--- config.mk ---
export PLATFORM = sky130hd
export DESIGN_NAME = clk_ratio_monitor
export DESIGN_NICKNAME = d
export VERILOG_FILES = /design/src/rtl/clk_ratio_monitor.sv
export SDC_FILE = /design/constraint.sdc
export NUM_CORES = 1
export LEC_CHECK = 0
export ABC_AREA = 1
export BUFFER_PORTS_ARGS = -buffer_cell sky130_fd_sc_hd__buf_2
export CAP_MARGIN = 40
export CORE_UTILIZATION = 55
export DETAILED_ROUTE_END_ITERATION = 12
export PLACE_DENSITY = 0.76
export SYNTH_ARGS = -nofsm -noshare
export SYNTH_HDL_FRONTEND = slang
export SYNTH_SLANG_ARGS = --single-unit
--- constraint.sdc ---
create_clock -name original_clock -period 1.8 [get_ports original_clock]
set_input_delay 0.09 -clock original_clock [delete_from_list [all_inputs] [get_ports original_clock]]
set_output_delay 0.09 -clock original_clock [all_outputs]
set_load 0.005 [all_outputs]
--- src/rtl/clk_ratio_monitor.sv ---
// Receiving-side monitor for a divided clock: measures each half-period of
// clock_slower in original_clock cycles and tracks lock, edges and errors.
module clk_ratio_monitor #(
    parameter int unsigned RATIO      = 5,
    parameter int unsigned LOCK_COUNT = 4,
    parameter int unsigned ERR_W      = 8
) (
    input  logic             original_clock,
    input  logic             reset_in,
    input  logic             clock_slower,
    input  logic             enable,
    input  logic             clear_errors,
    output logic             slow_rise,
    output logic             slow_fall,
    output logic [5:0]       phase_count,
    output logic             locked,
    output logic             error_pulse,
    output logic [ERR_W-1:0] error_count
);

    localparam int unsigned HP_W   = 6;
    localparam int unsigned GOOD_W = 4;

    localparam logic [HP_W-1:0] HP_GOOD    = HP_W'(RATIO - 1);
    localparam logic [HP_W-1:0] HP_TIMEOUT = HP_W'(2 * RATIO);
    localparam logic [HP_W-1:0] HP_MAX     = '1;

    typedef enum logic [1:0] {
        SEARCH  = 2'd0,
        ACQUIRE = 2'd1,
        LOCKED  = 2'd2
    } state_t;

    state_t              state;
    state_t              state_nxt;
    logic [GOOD_W-1:0]   good;
    logic [GOOD_W-1:0]   good_nxt;
    logic                err_nxt;
    logic                s1;
    logic                s2;
    logic                s3;
    logic                edge_det;
    logic                hp_good;
    logic                timeout;
    logic                lock_reached;

    assign edge_det     = s2 != s3;
    assign hp_good      = phase_count == HP_GOOD;
    assign timeout      = !edge_det && (phase_count == HP_TIMEOUT);
    assign lock_reached = (5'(good) + 5'd1) == 5'(LOCK_COUNT);

    // Lock tracking; errors are only raised when falling out of LOCKED.
    always_comb begin
        state_nxt = state;
        good_nxt  = good;
        err_nxt   = 1'b0;
        if (!enable) begin
            state_nxt = SEARCH;
            good_nxt  = '0;
        end else begin
            case (state)
                SEARCH: begin
                    if (edge_det) begin
                        state_nxt = ACQUIRE;
                        good_nxt  = '0;
                    end
                end
                ACQUIRE: begin
                    if (edge_det) begin
                        if (hp_good) begin
                            good_nxt = good + GOOD_W'(1);
                            if (lock_reached) begin
                                state_nxt = LOCKED;
                            end
                        end else begin
                            good_nxt = '0;
                        end
                    end else if (timeout) begin
                        state_nxt = SEARCH;
                    end
                end
                LOCKED: begin
                    if (edge_det) begin
                        if (!hp_good) begin
                            state_nxt = ACQUIRE;
                            good_nxt  = '0;
                            err_nxt   = 1'b1;
                        end
                    end else if (timeout) begin
                        state_nxt = SEARCH;
                        err_nxt   = 1'b1;
                    end
                end
                default: begin
                    state_nxt = SEARCH;
                    good_nxt  = '0;
                end
            endcase
        end
    end

    always_ff @(posedge original_clock or negedge reset_in) begin
        if (!reset_in) begin
            state <= SEARCH;
            good  <= '0;
        end else begin
            state <= state_nxt;
            good  <= good_nxt;
        end
    end

    // Synchronizer keeps running regardless of enable.
    always_ff @(posedge original_clock or negedge reset_in) begin
        if (!reset_in) begin
            s1 <= 1'b0;
            s2 <= 1'b0;
            s3 <= 1'b0;
        end else begin
            s1 <= clock_slower;
            s2 <= s1;
            s3 <= s2;
        end
    end

    always_ff @(posedge original_clock or negedge reset_in) begin
        if (!reset_in) begin
            phase_count <= '0;
            slow_rise   <= 1'b0;
            slow_fall   <= 1'b0;
            locked      <= 1'b0;
            error_pulse <= 1'b0;
        end else begin
            if (!enable || edge_det) begin
                phase_count <= '0;
            end else if (phase_count != HP_MAX) begin
                phase_count <= phase_count + HP_W'(1);
            end
            slow_rise   <= enable & s2 & ~s3;
            slow_fall   <= enable & ~s2 & s3;
            locked      <= state_nxt == LOCKED;
            error_pulse <= err_nxt;
        end
    end

    // Clear takes priority over a coincident error.
    always_ff @(posedge original_clock or negedge reset_in) begin
        if (!reset_in) begin
            error_count <= '0;
        end else if (clear_errors) begin
            error_count <= '0;
        end else if (err_nxt && (error_count != '1)) begin
            error_count <= error_count + ERR_W'(1);
        end
    end

endmodule

* Word level (Yosys, flattened, before mapping)
Cells that the tools add are included.
Word-level totals: output and inout port bits 18, word-level logic and storage cells 68, bits of input ports 5, flip-flop bits (word level) 27
Operators by class: reductions and logical operators 9, add/subtract/negate cells 4, bitwise operators 6, mux-type cells 25, eq/ne operators 13
Operator list (count):
- $mux 4 | 6
- $mux 2 | 8
- $mux 8 | 2
- $mux 6 | 2
- $ne 3x3->1 const B | 4
- $pmux 4 s3 | 1
- $add 8x1->8 const B | 1
- $ne 8x8->1 const B | 1
- $add 6x1->6 const B | 1
- $eq 6x3->1 const B | 1
- $eq 6x4->1 const B | 1
- $ne 6x6->1 const B | 1
- $pmux 2 s3 | 1
- $add 4x1->5 const B | 1
- $eq 5x3->1 const B | 1
- $mux 1 | 5
- $add 4x1->4 const B | 1
- $and 1x1->1 | 4
- $eq 2x2->1 const B | 2
- $reduce_and 4->1 | 1
- $reduce_bool 2->1 | 2
- $eq 2x1->1 const B | 1
- $logic_and 1x1->1 | 2
- $logic_not 1->1 | 2
- other kinds (4) | 5

* Depth between registers and ports, before layout
word-level depth 10, mapped depth 11, depth with buffers taken out 11

* Worst setup path after synthesis
Ideal clock, no wire load.
path type register to register, start reg phase_count[0], end reg good[3], period minus slack after synthesis 1397 ps, slack 403 ps, cell stages (with the launch flop) 12, library setup time 116 ps, data arrival time 1281 ps, buffers on the path 0, data required time 1684 ps, path through dfrtp_1 > inv_1 > ha_1 > nand2_1 > inv_1 > nand3_2 > inv_1 > nand3_1 > o21ai_4 > inv_2 > nand2_1 > nand2_1
Between the ends: cells in the longest elaborated chain, start to end 5, elaborated cells on any way between the ends 7, those cells by class 2 x eq/ne; 4 x mux; 1 x reduce/logical
Ends and longest elaborated chain:
- start, declared | RTL line 15 | output logic [5:0] phase_count,
- start signal, assigned | RTL line 136 | phase_count <= phase_count + HP_W'(1);
- $eq 6x3->1 (*) | RTL line 48 | assign hp_good = phase_count == HP_GOOD;
- $mux 4 | RTL line 70 | if (hp_good) begin
- $mux 4 | RTL line 69 | if (edge_det) begin
- $pmux 4 s3 | RTL line 61 | case (state)
- $mux 4 | RTL line 57 | if (!enable) begin
- end signal, assigned | RTL line 108 | good <= good_nxt;
- end, declared | RTL line 36 | logic [GOOD_W-1:0] good;
Mark *: on every way between the ends. The rest lies on a longest branch, timed or not. The select of a mux whose other input is x is not followed. A chain may end at the register's enable or synchronous reset.

* Final worst setup path
start reg error_count[0], end reg error_count[6]
Between the ends: cells in the longest elaborated chain, start to end 3, elaborated cells on any way between the ends 6, those cells by class 1 x add/sub; 1 x eq/ne; 2 x mux; 2 x reduce/logical
Ends and longest elaborated chain:
- start, declared | RTL line 18 | output logic [ERR_W-1:0] error_count
- start signal, assigned | RTL line 152 | error_count <= error_count + ERR_W'(1);
- $add 8x1->8 / $ne 8x8->1 (equally long branches) | RTL line 152, 151
- $mux 8 / $logic_and 1x1->1 (equally long branches) | RTL line 151 | end else if (err_nxt && (error_count != '1)) begin
- $mux 8 / $reduce_bool 2->1 (equally long branches)
Parallel ways exist; a longest one is shown, timed or not. The select of a mux whose other input is x is not followed.

==> metrics <==
most instantiated cells after synthesis=nand2_1, dfrtp_1, inv_1; RD Place Congestion=0.825; antenna diode instance count=0; Initial Util=0.596; design area=1690 sq um; Area growth syn-to-layout=12.6%; data arrival time of the worst path=1.79 ns; Die Y=54.3 um; Hold Crit Class=in -> reg; total track usage=0.234; Worst Reg2Reg Path Length in Cells=8; I/O Buffers=22; Critical Path Start Type=register; Crit path max-delay family=simple AND/OR/NAND/NOR gates; CP dominant cell by count=nand2_1; Post-DP HPWL=2.19 mm; Synth Flop Type=dfrtp_1; status=completed; min cycle time layout=1.55 ns; drt first pass iters=5; number of clock sinks=27; via count=1,256; crit path cell chain=ha_1 > nand2_1 > inv_1 > nand4_4 > nand3_4 > nand2_4 > nand2_1 > nand2_1; hold_sp=enable; Clk network pwr share=0.270; Worst VDD drop=608 uV; share of cells above drive strength 1=0.227; largest net degree at the start of global routing=28; switching pwr=0.264 mW; crit-path max FO=9; Clock Root Buffer=clkbuf_4; placed cell area=1650 sq um; synth warn=0; DR DRC count=0; FF-to-FF setup slack=0.25 ns; Setup TNS=0 ns; Mapped Cells=184; CP max-delay cell=dfrtp_1; Mapped Area=1500 sq um; Int Power=0.735 mW; Sw Share=0.264; RSZ-0062 raised after global routing=no; Setup Viol. Count Final=0; ys async rst share=1.00; CP required=2.04 ns; crit path buf inv count=1; Post-Syn Area per Cell=8.17 sq um; register bit total from synthesis=27; grt ovf=0; CTS tree=built; I/O pin cnt=23; final WL=2.84 mm; most frequent cell after synthesis=nand2_1; relative slew slack=0.606; Post-CTS Setup Inserts=0; Hold EP=locked$_DFF_PN0_; FF-to-FF End=error_count[6]$_DFFE_PN0P_; vias in the first global route=1,177; Placeable Area=2520 sq um; H-tree lvl count=1; count of cell types in the netlist=29; share of the synthesized area in the top cell type=0.449; vias per cell=5.21; Synth area leader=dfrtp_1; die width=54.3 um; final period utilization=0.861; fin nets=222; Synth area leaders=dfrtp_1, nand2_1, nand3_1; Post-synth EDFFs=0; first-pass GRT wire length=4.91 mm; Crit. End Element=register; WL per Instance=11.8 um; CTS Buf Count=3; post-route ant nets=0; Final Hold Vio Count=0; fin. max-slew vios=0; CP max stage delay=0.48 ns; sequential fraction of design power=0.633; clock tree buffer depth=2; Lkg Pwr=0.898 nW; Cell Pwr Density=589 nW/um^2; Slew @ Worst Pin=0.590 ns; initial antenna violation count=0; Clock Skew=0.0129 ns; DRT iter0 DRCs=35; Setup CP Type=reg -> reg; post-synth net total=194; r2r startpoint=error_count[0]$_DFFE_PN0P_; max-cap viol count=0; Die ar.=2950 sq um; register area share after synthesis=0.449; CTS clk-pin slew, worst paths=0.15 ns; Cell Rows=18; logic gate share of total power=0.097; insertion delay to the later sink of the worst-skew pair=0.33 ns; Hold Crit Depth=3; fmax=645 MHz
-- sequential cells by signal, indices dropped and copies added, names as in the netlist --
signal       count
error_pulse      1
error_count      8
locked           1
s2               1
slow_rise        1
slow_fall        1
phase_count      6
state            2
s1               1
s3               1
good             4
-- tightest hold or removal path: stages --
cell and delay, ns:
buf_2 0.13, inv_2 0.14, a21oi_1 0.06
-- cell usage in the layout (no fill, tap or decap), types with 2 or more instances in the layout --
master         instances
nor2_2                 4
inv_1                 21
xnor2_1                2
nand3_1               18
inv_2                  6
clkinv_2               2
nand2_2                3
nand2_4                2
a21oi_1                6
clkbuf_4               3
nor2_4                 2
nand2_1               43
nor2_1                16
o21ai_1                3
ha_1                   5
dfrtp_1               27
nand4_1                5
buf_2                 22
dlygate4sd3_1          2
o31ai_1                2
o21ai_0                3
xor2_1                 3
nor3_1                 3
-- timing repair --
action                                 in CTS  in global routing
endpoints found under the hold margin      28                  0
hold buffers                                2                  0
gates resized for setup                     0                  0
-- routing by layer --
layer	up-vias	track usage	part of all wire
li1	647	-	-
met1	570	0.317	0.47
met2	35	0.370	0.48
met3	4	0.0361	0.044
met4	0	0.0983	0.011
met5	-	0	0
-- final cells by class --
cell class / count / area (sq um)
well taps: 30 / 37.5
inverters: 29 / 110
clock inverters: 1 / 5.00
clock buffers: 3 / 22.5
fillers: 210 / 828
flip-flops and latches: 27 / 676
multi-input cells: 127 / 713
repair buffers: 24 / 130
-- how the worst max path moves through the flow --
stage | from | end | cells past startpoint
6_report | error_count[0]$_DFFE_PN0P_ | error_count[6]$_DFFE_PN0P_ | 8
5_1_grt | phase_count[0]$_DFFE_PN0P_ | good[1]$_DFFE_PN0P_ | 10
4_1_cts | error_count[0]$_DFFE_PN0P_ | error_count[6]$_DFFE_PN0P_ | 8
3_5_place_dp | error_count[0]$_DFFE_PN0P_ | error_count[6]$_DFFE_PN0P_ | 8
3_3_place_gp | error_count[0]$_DFFE_PN0P_ | error_count[5]$_DFFE_PN0P_ | 8
2_1_floorplan | phase_count[0]$_DFFE_PN0P_ | good[3]$_DFFE_PN0P_ | 11
-- metrics by stage --
stage | worst slack (ns) | instances | hold WS [ns] | power, mW | util
2_1_floorplan | 0.403 | 184 | -0.206 | 0.700 | -
3_3_place_gp | 0.317 | 235 | 0.121 | 0.734 | 0.653
3_5_place_dp | 0.285 | 235 | 0.128 | 0.738 | 0.653
4_1_cts | 0.266 | 241 | 0.0921 | 1.01 | 0.672
5_1_grt | 0.0512 | 241 | 0.123 | 1.04 | 0.672
6_report | 0.250 | 241 | 0.0995 | 0.998 | 0.672
-- power by group through the flow --
| stage | logic (mW) | registers [mW] | clock network, mW |
|---|---|---|---|
| after detailed placement | 0.0948 | 0.643 | 0 |
| after CTS | 0.0981 | 0.632 | 0.281 |
| after global placement | 0.0913 | 0.643 | 0 |
| final | 0.0966 | 0.632 | 0.270 |
| after floorplan | 0.0582 | 0.642 | 0 |
| after global routing | 0.112 | 0.635 | 0.296 |
-- cell families after synthesis --
group | Yosys count | synth area share
AND/OR/NAND/NOR | 100 | 0.334
buffers and inverters | 30 | 0.0765
flip-flops | 27 | 0.449
AO/OA/AOI/OAI | 17 | 0.0699
XOR/XNOR | 5 | 0.0291
adder cells (fa/ha/maj) | 5 | 0.0416
Power figures use the tool's default switching activity.
